--- src/rtl/tflipflop_bank_counter.sv ---
// rtl/tflipflop_bank_counter.sv - WIDTH-bit T flip-flop bank with toggle, load and up/down modulo counting
// Define TFF_COUNTER_SAT_EN to make the count modes saturate at their bounds instead of wrapping.
module tflipflop_bank_counter #(
  parameter int WIDTH     = 4,
  parameter int MODULUS   = 2**WIDTH,
  parameter int RESET_VAL = 0
) (
  input  logic             Clk,
  input  logic             Res,
  input  logic             En,
  input  logic             Load,
  input  logic [WIDTH-1:0] Din,
  input  logic [WIDTH-1:0] T,
  input  logic [1:0]       Mode,
  output logic [WIDTH-1:0] Q,
  output logic             Tc
);

  typedef enum logic [1:0] {
    MODE_TOGGLE = 2'b00,
    MODE_UP     = 2'b01,
    MODE_DOWN   = 2'b10,
    MODE_HOLD   = 2'b11
  } mode_t;

  // One extra bit so a full-range modulus (2**WIDTH) is representable.
  localparam logic [WIDTH:0]   MOD_EXT = (WIDTH+1)'(MODULUS);
  localparam logic [WIDTH-1:0] TOP     = WIDTH'(MODULUS - 1);
  localparam logic [WIDTH-1:0] RST     = WIDTH'(RESET_VAL);
  localparam logic [WIDTH-1:0] ONE     = WIDTH'(1);

  logic [WIDTH-1:0] q_nxt;
  logic             tc_nxt;
  logic [WIDTH-1:0] din_clamped;
  logic             at_top;
  logic             at_zero;

  assign din_clamped = ({1'b0, Din} >= MOD_EXT) ? TOP : Din;
  // >= rather than == so an out-of-range value left by a toggle still wraps.
  assign at_top      = (Q >= TOP);
  assign at_zero     = (Q == '0);

  always_comb begin
    q_nxt  = Q;
    tc_nxt = 1'b0;
    if (Load) begin
      q_nxt = din_clamped;
    end else if (En) begin
      case (mode_t'(Mode))
        MODE_TOGGLE: q_nxt = Q ^ T;
        MODE_UP: begin
          if (at_top) begin
`ifdef TFF_COUNTER_SAT_EN
            q_nxt = TOP;
`else
            q_nxt = '0;
`endif
            tc_nxt = 1'b1;
          end else begin
            q_nxt = Q + ONE;
          end
        end
        MODE_DOWN: begin
          if (at_zero) begin
`ifdef TFF_COUNTER_SAT_EN
            q_nxt = '0;
`else
            q_nxt = TOP;
`endif
            tc_nxt = 1'b1;
          end else begin
            q_nxt = Q - ONE;
          end
        end
        MODE_HOLD: q_nxt = Q;
        default:   q_nxt = Q;
      endcase
    end
  end

  always_ff @(posedge Clk) begin
    if (Res) begin
      Q  <= RST;
      Tc <= 1'b0;
    end else begin
      Q  <= q_nxt;
      Tc <= tc_nxt;
    end
  end

endmodule

--- config.mk ---
export PLATFORM = sky130hd
export DESIGN_NAME = tflipflop_bank_counter
export DESIGN_NICKNAME = d
export VERILOG_FILES = /design/src/rtl/tflipflop_bank_counter.sv
export SDC_FILE = /design/constraint.sdc
export NUM_CORES = 1
export LEC_CHECK = 0
export ABC_AREA = 0
export BUFFER_PORTS_ARGS = -buffer_cell sky130_fd_sc_hd__buf_2
export CAP_MARGIN = 10
export CORE_AREA = 2 2 45 47
export CTS_BUF_LIST = sky130_fd_sc_hd__clkbuf_16
export CTS_CLUSTER_SIZE = 12
export DETAILED_ROUTE_END_ITERATION = 8
export DIE_AREA = 0 0 47 49
export PLACE_DENSITY = 0.58
export SYNTH_ARGS = -nofsm -noshare
export SYNTH_HDL_FRONTEND = slang
export SYNTH_SLANG_ARGS = --single-unit
--- constraint.sdc ---
create_clock -name Clk -period 2.1 [get_ports Clk]
set_clock_uncertainty 0.1 [all_clocks]
set_input_delay 0.42 -clock Clk [delete_from_list [all_inputs] [get_ports Clk]]
set_output_delay 0.42 -clock Clk [all_outputs]
set_load 0.02 [all_outputs]
After elaboration in Yosys (flattened, before gate mapping)
Cells that the tools add are included.
{"block": "word_totals", "output_inout_bits": 5, "input_bits": 14, "word_cells": 24, "reg_bits": 5}
{"block": "classes", "add_sub_neg": 2, "bitwise_logic": 2, "n_reduce_logical": 5, "muxes": 8, "magnitude_cmp": 1, "n_eq_ne": 4}
{"op": "2-to-1 mux 4 bit", "n": 4}
{"op": "case mux 4 bit (3 select lines)", "n": 1}
{"op": "adder 4 x 1 -> 4 bit (second input constant)", "n": 1}
{"op": "== test 2 bit (second input constant)", "n": 2}
{"op": ">= comparator 4 bit (second input constant)", "n": 1}
{"op": "zero test 4 bit", "n": 1}
{"op": "subtractor 4 x 1 -> 4 bit (second input constant)", "n": 1}
{"op": "bitwise XOR 4 bit", "n": 1}
{"op": "OR reduction 3 bit", "n": 1}
{"op": "== test 2 x 1 -> 1 bit (second input constant)", "n": 1}
{"op": "zero test 2 bit", "n": 1}
{"op": "2-to-1 mux 1 bit", "n": 2}
{"op": "inequality test 2 bit (second input constant)", "n": 1}
{"op": "case mux 1 bit (2 select lines)", "n": 1}
{"op": "AND reduction 2 bit", "n": 1}
{"op": "nonzero test 2 bit", "n": 1}
{"op": "NOT 1 bit", "n": 1}

Logic depth before layout (Yosys ltp)
{"block": "logic_depth", "ltp_word": 5, "mapped_depth": 7, "ltp_nobuf": 7}

Worst setup path after synthesis
No wires, ideal clock.
{"block": "synth_path", "kind": "reg2reg", "from": "register Q[0]", "to": "register Q[2]", "required_ns": 1.882, "stages_incl_launch_ff": 7, "arrival_ns": 1.469, "setup_slack_ns": 0.413, "setup_ns": 0.118, "path_cell_list": "dfxtp_1 -> inv_2 -> ha_1 -> a221o_1 -> a21oi_1 -> a21oi_1 -> o2bb2ai_1"}
{"block": "synth_via", "elab_chain_len": 5, "word_cells_on_any_way": 9, "cone_classes": "add/sub: 2; order compare: 1; mux: 5; reduce/logical: 1"}
{"item": "from (decl)", "line_no": "15", "text": "output logic [WIDTH-1:0] Q,"}
{"item": "from (signal assigned)", "line_no": "86", "text": "Q <= q_nxt;"}
{"item": "subtractor 4 x 1 -> 4 bit (tied with other cells)", "line_no": "72", "text": "q_nxt = Q - ONE;"}
{"item": "2-to-1 mux 4 bit, on equally long branches", "line_no": "64, 52"}
{"item": "case mux 4 bit (3 select lines) (*)", "line_no": "49", "text": "case (mode_t'(Mode))"}
{"item": "2-to-1 mux 4 bit (*)", "line_no": "48", "text": "end else if (En) begin"}
{"item": "2-to-1 mux 4 bit (*)", "line_no": "46", "text": "if (Load) begin"}
Every way passes the cells marked *; elsewhere a longest branch is shown, timed or not. The select of a mux whose other input is x is not followed.
A chain may end at the register's enable or synchronous reset.

Worst setup path after layout
{"block": "layout_path", "from": "input Mode[0]", "to": "register Q[0]"}
{"block": "layout_via", "elab_chain_len": 4, "word_cells_on_any_way": 9, "cone_classes": "eq/ne: 4; mux: 3; reduce/logical: 2"}
{"item": "from (decl)", "line_no": "14", "text": "input logic [1:0] Mode,"}
{"item": "== test 2 bit (tied with other cells)", "line_no": "49"}
{"item": "case mux 4 bit (3 select lines)", "line_no": "49"}
{"item": "2-to-1 mux 4 bit", "line_no": "48"}
{"item": "2-to-1 mux 4 bit", "line_no": "46"}
Parallel ways exist; a longest one is shown, timed or not. The select of a mux whose other input is x is not followed.

==> flow_summary.json <==
{
  "syn_avg_cell_area_um2": 7.231,
  "port_buffers": 18,
  "stdcell_count": 123,
  "viasPerCell": 4.943,
  "crit_slowest_cell": "ha_1",
  "swShare_pct": 26.36,
  "postCtsHoldBufs": 0,
  "synth-xor-area-share_pct": 3.146,
  "rows": 16,
  "gp_congestion": 0.8175,
  "post_cts_buffers": 0,
  "max-cap-violations": 0,
  "crit_path_frequent_cell": "nor3_1",
  "grt_max_degree": 15,
  "powerDensity_mw_per_mm2": 745.9,
  "cts_tree": "done",
  "dieArea_mm2": 0.002303,
  "fin_crit_sh_pct": 81.60,
  "path_cells": "buf_2 -> inv_1 -> ha_1 -> buf_4 -> nor3_1 -> a211oi_1 -> a221oi_1 -> nor3_1",
  "ys.flop_type": "dfxtp_1",
  "end_kind": "flop",
  "arrival_ps": 1720,
  "antenna_left": 0,
  "diodes": 0,
  "fmax_mhz": 583.6,
  "p_seq_share_pct": 21.2,
  "synthMuxAreaShare_pct": 1.798,
  "cts_sinks": 5,
  "synth_top_cell_by_area": "dfxtp_1",
  "wl_per_cell_um": 11.72,
  "min_period_ps": 1714,
  "cts_resized": 0,
  "coreArea_mm2": 0.001842,
  "track_usage_pct": 14.79,
  "async_flop_share_pct": 0,
  "antenna_found_initial": 0,
  "syn_area_um2": 556.8,
  "dp_cells": 119,
  "status": "finished, final reports clean",
  "drtIter0Drc": 18,
  "switchingPower_mw": 0.1451,
  "rsz0062_at_grt": "false",
  "grt_first_pass_wirelength_um": 2546,
  "die_y_um": 49,
  "first_pass_iters": 4,
  "synth_top_family_by_area": "simple AND/OR/NAND/NOR gates",
  "hold_class": "in -> reg",
  "syn2layout_area_growth_pct": 32.58,
  "insertion_delay_ps": 230,
  "pin_count": 19,
  "synth-edff-count": 0,
  "cts-root-buf": "clkbuf_16",
  "hpwl_um": 1040,
  "synth-simple-area-share_pct": 32.58,
  "power.total_mw": 0.5506,
  "critPathMaxFanout": 11,
  "drc": 0,
  "setup_viol": 0,
  "ys_ff_latch": 5,
  "routed-via-count": 608,
  "max-slew-margin-rel_pct": 71.30,
  "power.share.clock_pct": 56.0,
  "synth_area_leaders": "dfxtp_1 18%, ha_1 11%, nor3_1 8.1%",
  "numCtsBuffers": 3,
  "slowest_delay_ps": 310,
  "p_leak_nw": 0.3177,
  "slew_violations": 0,
  "power_frac_comb_pct": 22.9,
  "timing.hold.ws_ps": 350.3,
  "p_int_mw": 0.4055,
  "clk_pin_slew_ps": 30,
  "startpoint_type": "input port",
  "seq_area_frac_synth_pct": 17.98,
  "drt_wl_total_um": 1442,
  "syn_nets": 96,
  "synth_compound_area_share_pct": 23.37,
  "clock_path_buffers": 2,
  "ir_drop_mv": 0.3367,
  "reg2reg_setup_slack_ps": 400,
  "synth_cells": 77,
  "fin_setup_tns_ps": 0,
  "worst_pin_slew_ps": 429.8,
  "drive_gt1_share_pct": 26.04,
  "htree_levels": 1,
  "critical_path_class": "in -> reg",
  "cp.required_ps": 2100,
  "fin_nets": 116,
  "hold_viol": 0,
  "synth_cell_types": 32,
  "die_x_um": 47,
  "yosys.area.top_type_share_pct": 17.98,
  "ys_warn_count": 0,
  "synth_fa_ha_area_share_pct": 11.24,
  "overflow": 0,
  "initial_utilization_pct": 30.23,
  "grt_pass1_vias": 580
}
-- cells in the mapped netlist, drive strengths merged, types with 2 or more instances --
cell type and n:
a211oi 2, a21oi 6, a221oi 2, buf 3
dfxtp 5, ha 5, inv 7, nand2 6
nand2b 3, nor2 6, nor2b 3, nor3 9
nor4 2, o21ai 4, xnor2 2
-- cell type report --
cell class,count,area [um^2]
Clock buffer,3,75.07
Clock inverter,1,3.754
Fill cell,211,1104
Inverter,7,26.28
Multi-Input combinational cell,61,401.6
Sequential cell,5,100.1
Tap cell,27,33.78
Timing Repair Buffer,19,97.59
-- kinds of logic (layout without fill, tap and decap cells) --
group / count (synthesis) / count (layout)
mux: 1 / 1
fa+ha+maj: 5 / 5
flops: 5 / 5
buf+inv: 11 / 30
xor+xnor: 2 / 2
simple gates: 34 / 34
compound gates: 19 / 19
-- power by group through the flow --
stage	Clock [mW]	Sequential, mW	Combinational, mW
after global placement	0	0.118	0.122
final	0.308	0.117	0.126
after floorplan	0	0.117	0.0889
after CTS	0.314	0.117	0.126
after detailed placement	0	0.118	0.124
after global routing	0.328	0.119	0.140
-- placed cells by master, fill, tap and decap left out --
master     netlist  layout
inv_1            6       7
a211oi_1         2       2
o32a_2           1       1
o21ai_0          3       3
o21ai_1          1       1
nor4_1           2       2
o2bb2ai_1        1       1
nor2_1           6       6
mux2i_1          1       1
o221ai_1         1       1
ha_1             5       5
nand3b_1         1       1
inv_2            1       1
nand3_1          1       1
buf_4            1       1
nand2_1          6       6
buf_2            1      18
or3_1            1       1
or4_1            1       1
clkbuf_16        0       3
nand2b_4         1       1
nand2b_1         2       2
a221oi_1         2       2
a21oi_1          6       6
or2b_1           1       1
xnor2_1          2       2
dfxtp_1          5       5
a311oi_1         1       1
a221o_1          1       1
nor3_1           9       9
nor2b_1          3       3
-- worst paths after layout --
check / start / to / cells past startpoint
max: Mode[0] / Q[0] / 8
min: Res / Q[1] / 2
max reg2reg: Q[1] / Q[2] / 6
min reg2reg: Q[0] / Q[0] / 2
-- metal layers --
layer | global-route usage, % | part of all wire, %
met2 | 21.69 | 49
met3 | 3.704 | 6.9
met4 | 4.167 | 0
met1 | 21.03 | 44
met5 | 0 | 0
-- flip-flops by register name, indices dropped and copies added (netlist names) --
name and count:
Q 4, Tc 1
-- metrics by stage --
step / area, um^2 / util [%] / setup slack, ps
3_3_place_gp: 659.4 / 35.80 / 262.5
2_1_floorplan: 556.8 / - / 413.3
6_report: 738.2 / 40.08 / 386.5
4_1_cts: 738.2 / 40.08 / 385.6
5_1_grt: 738.2 / 40.08 / 236.6
3_5_place_dp: 659.4 / 35.80 / 226.3
-- critical path: cells and delay by family --
kind | cells | cell delay [ps]
AO/OA/AOI/OAI | 2 | 410
buffers and inverters | 3 | 320
adder cells (fa/ha/maj) | 1 | 310
AND/OR/NAND/NOR | 2 | 240
No activity file was read; power rests on OpenSTA's default activity.
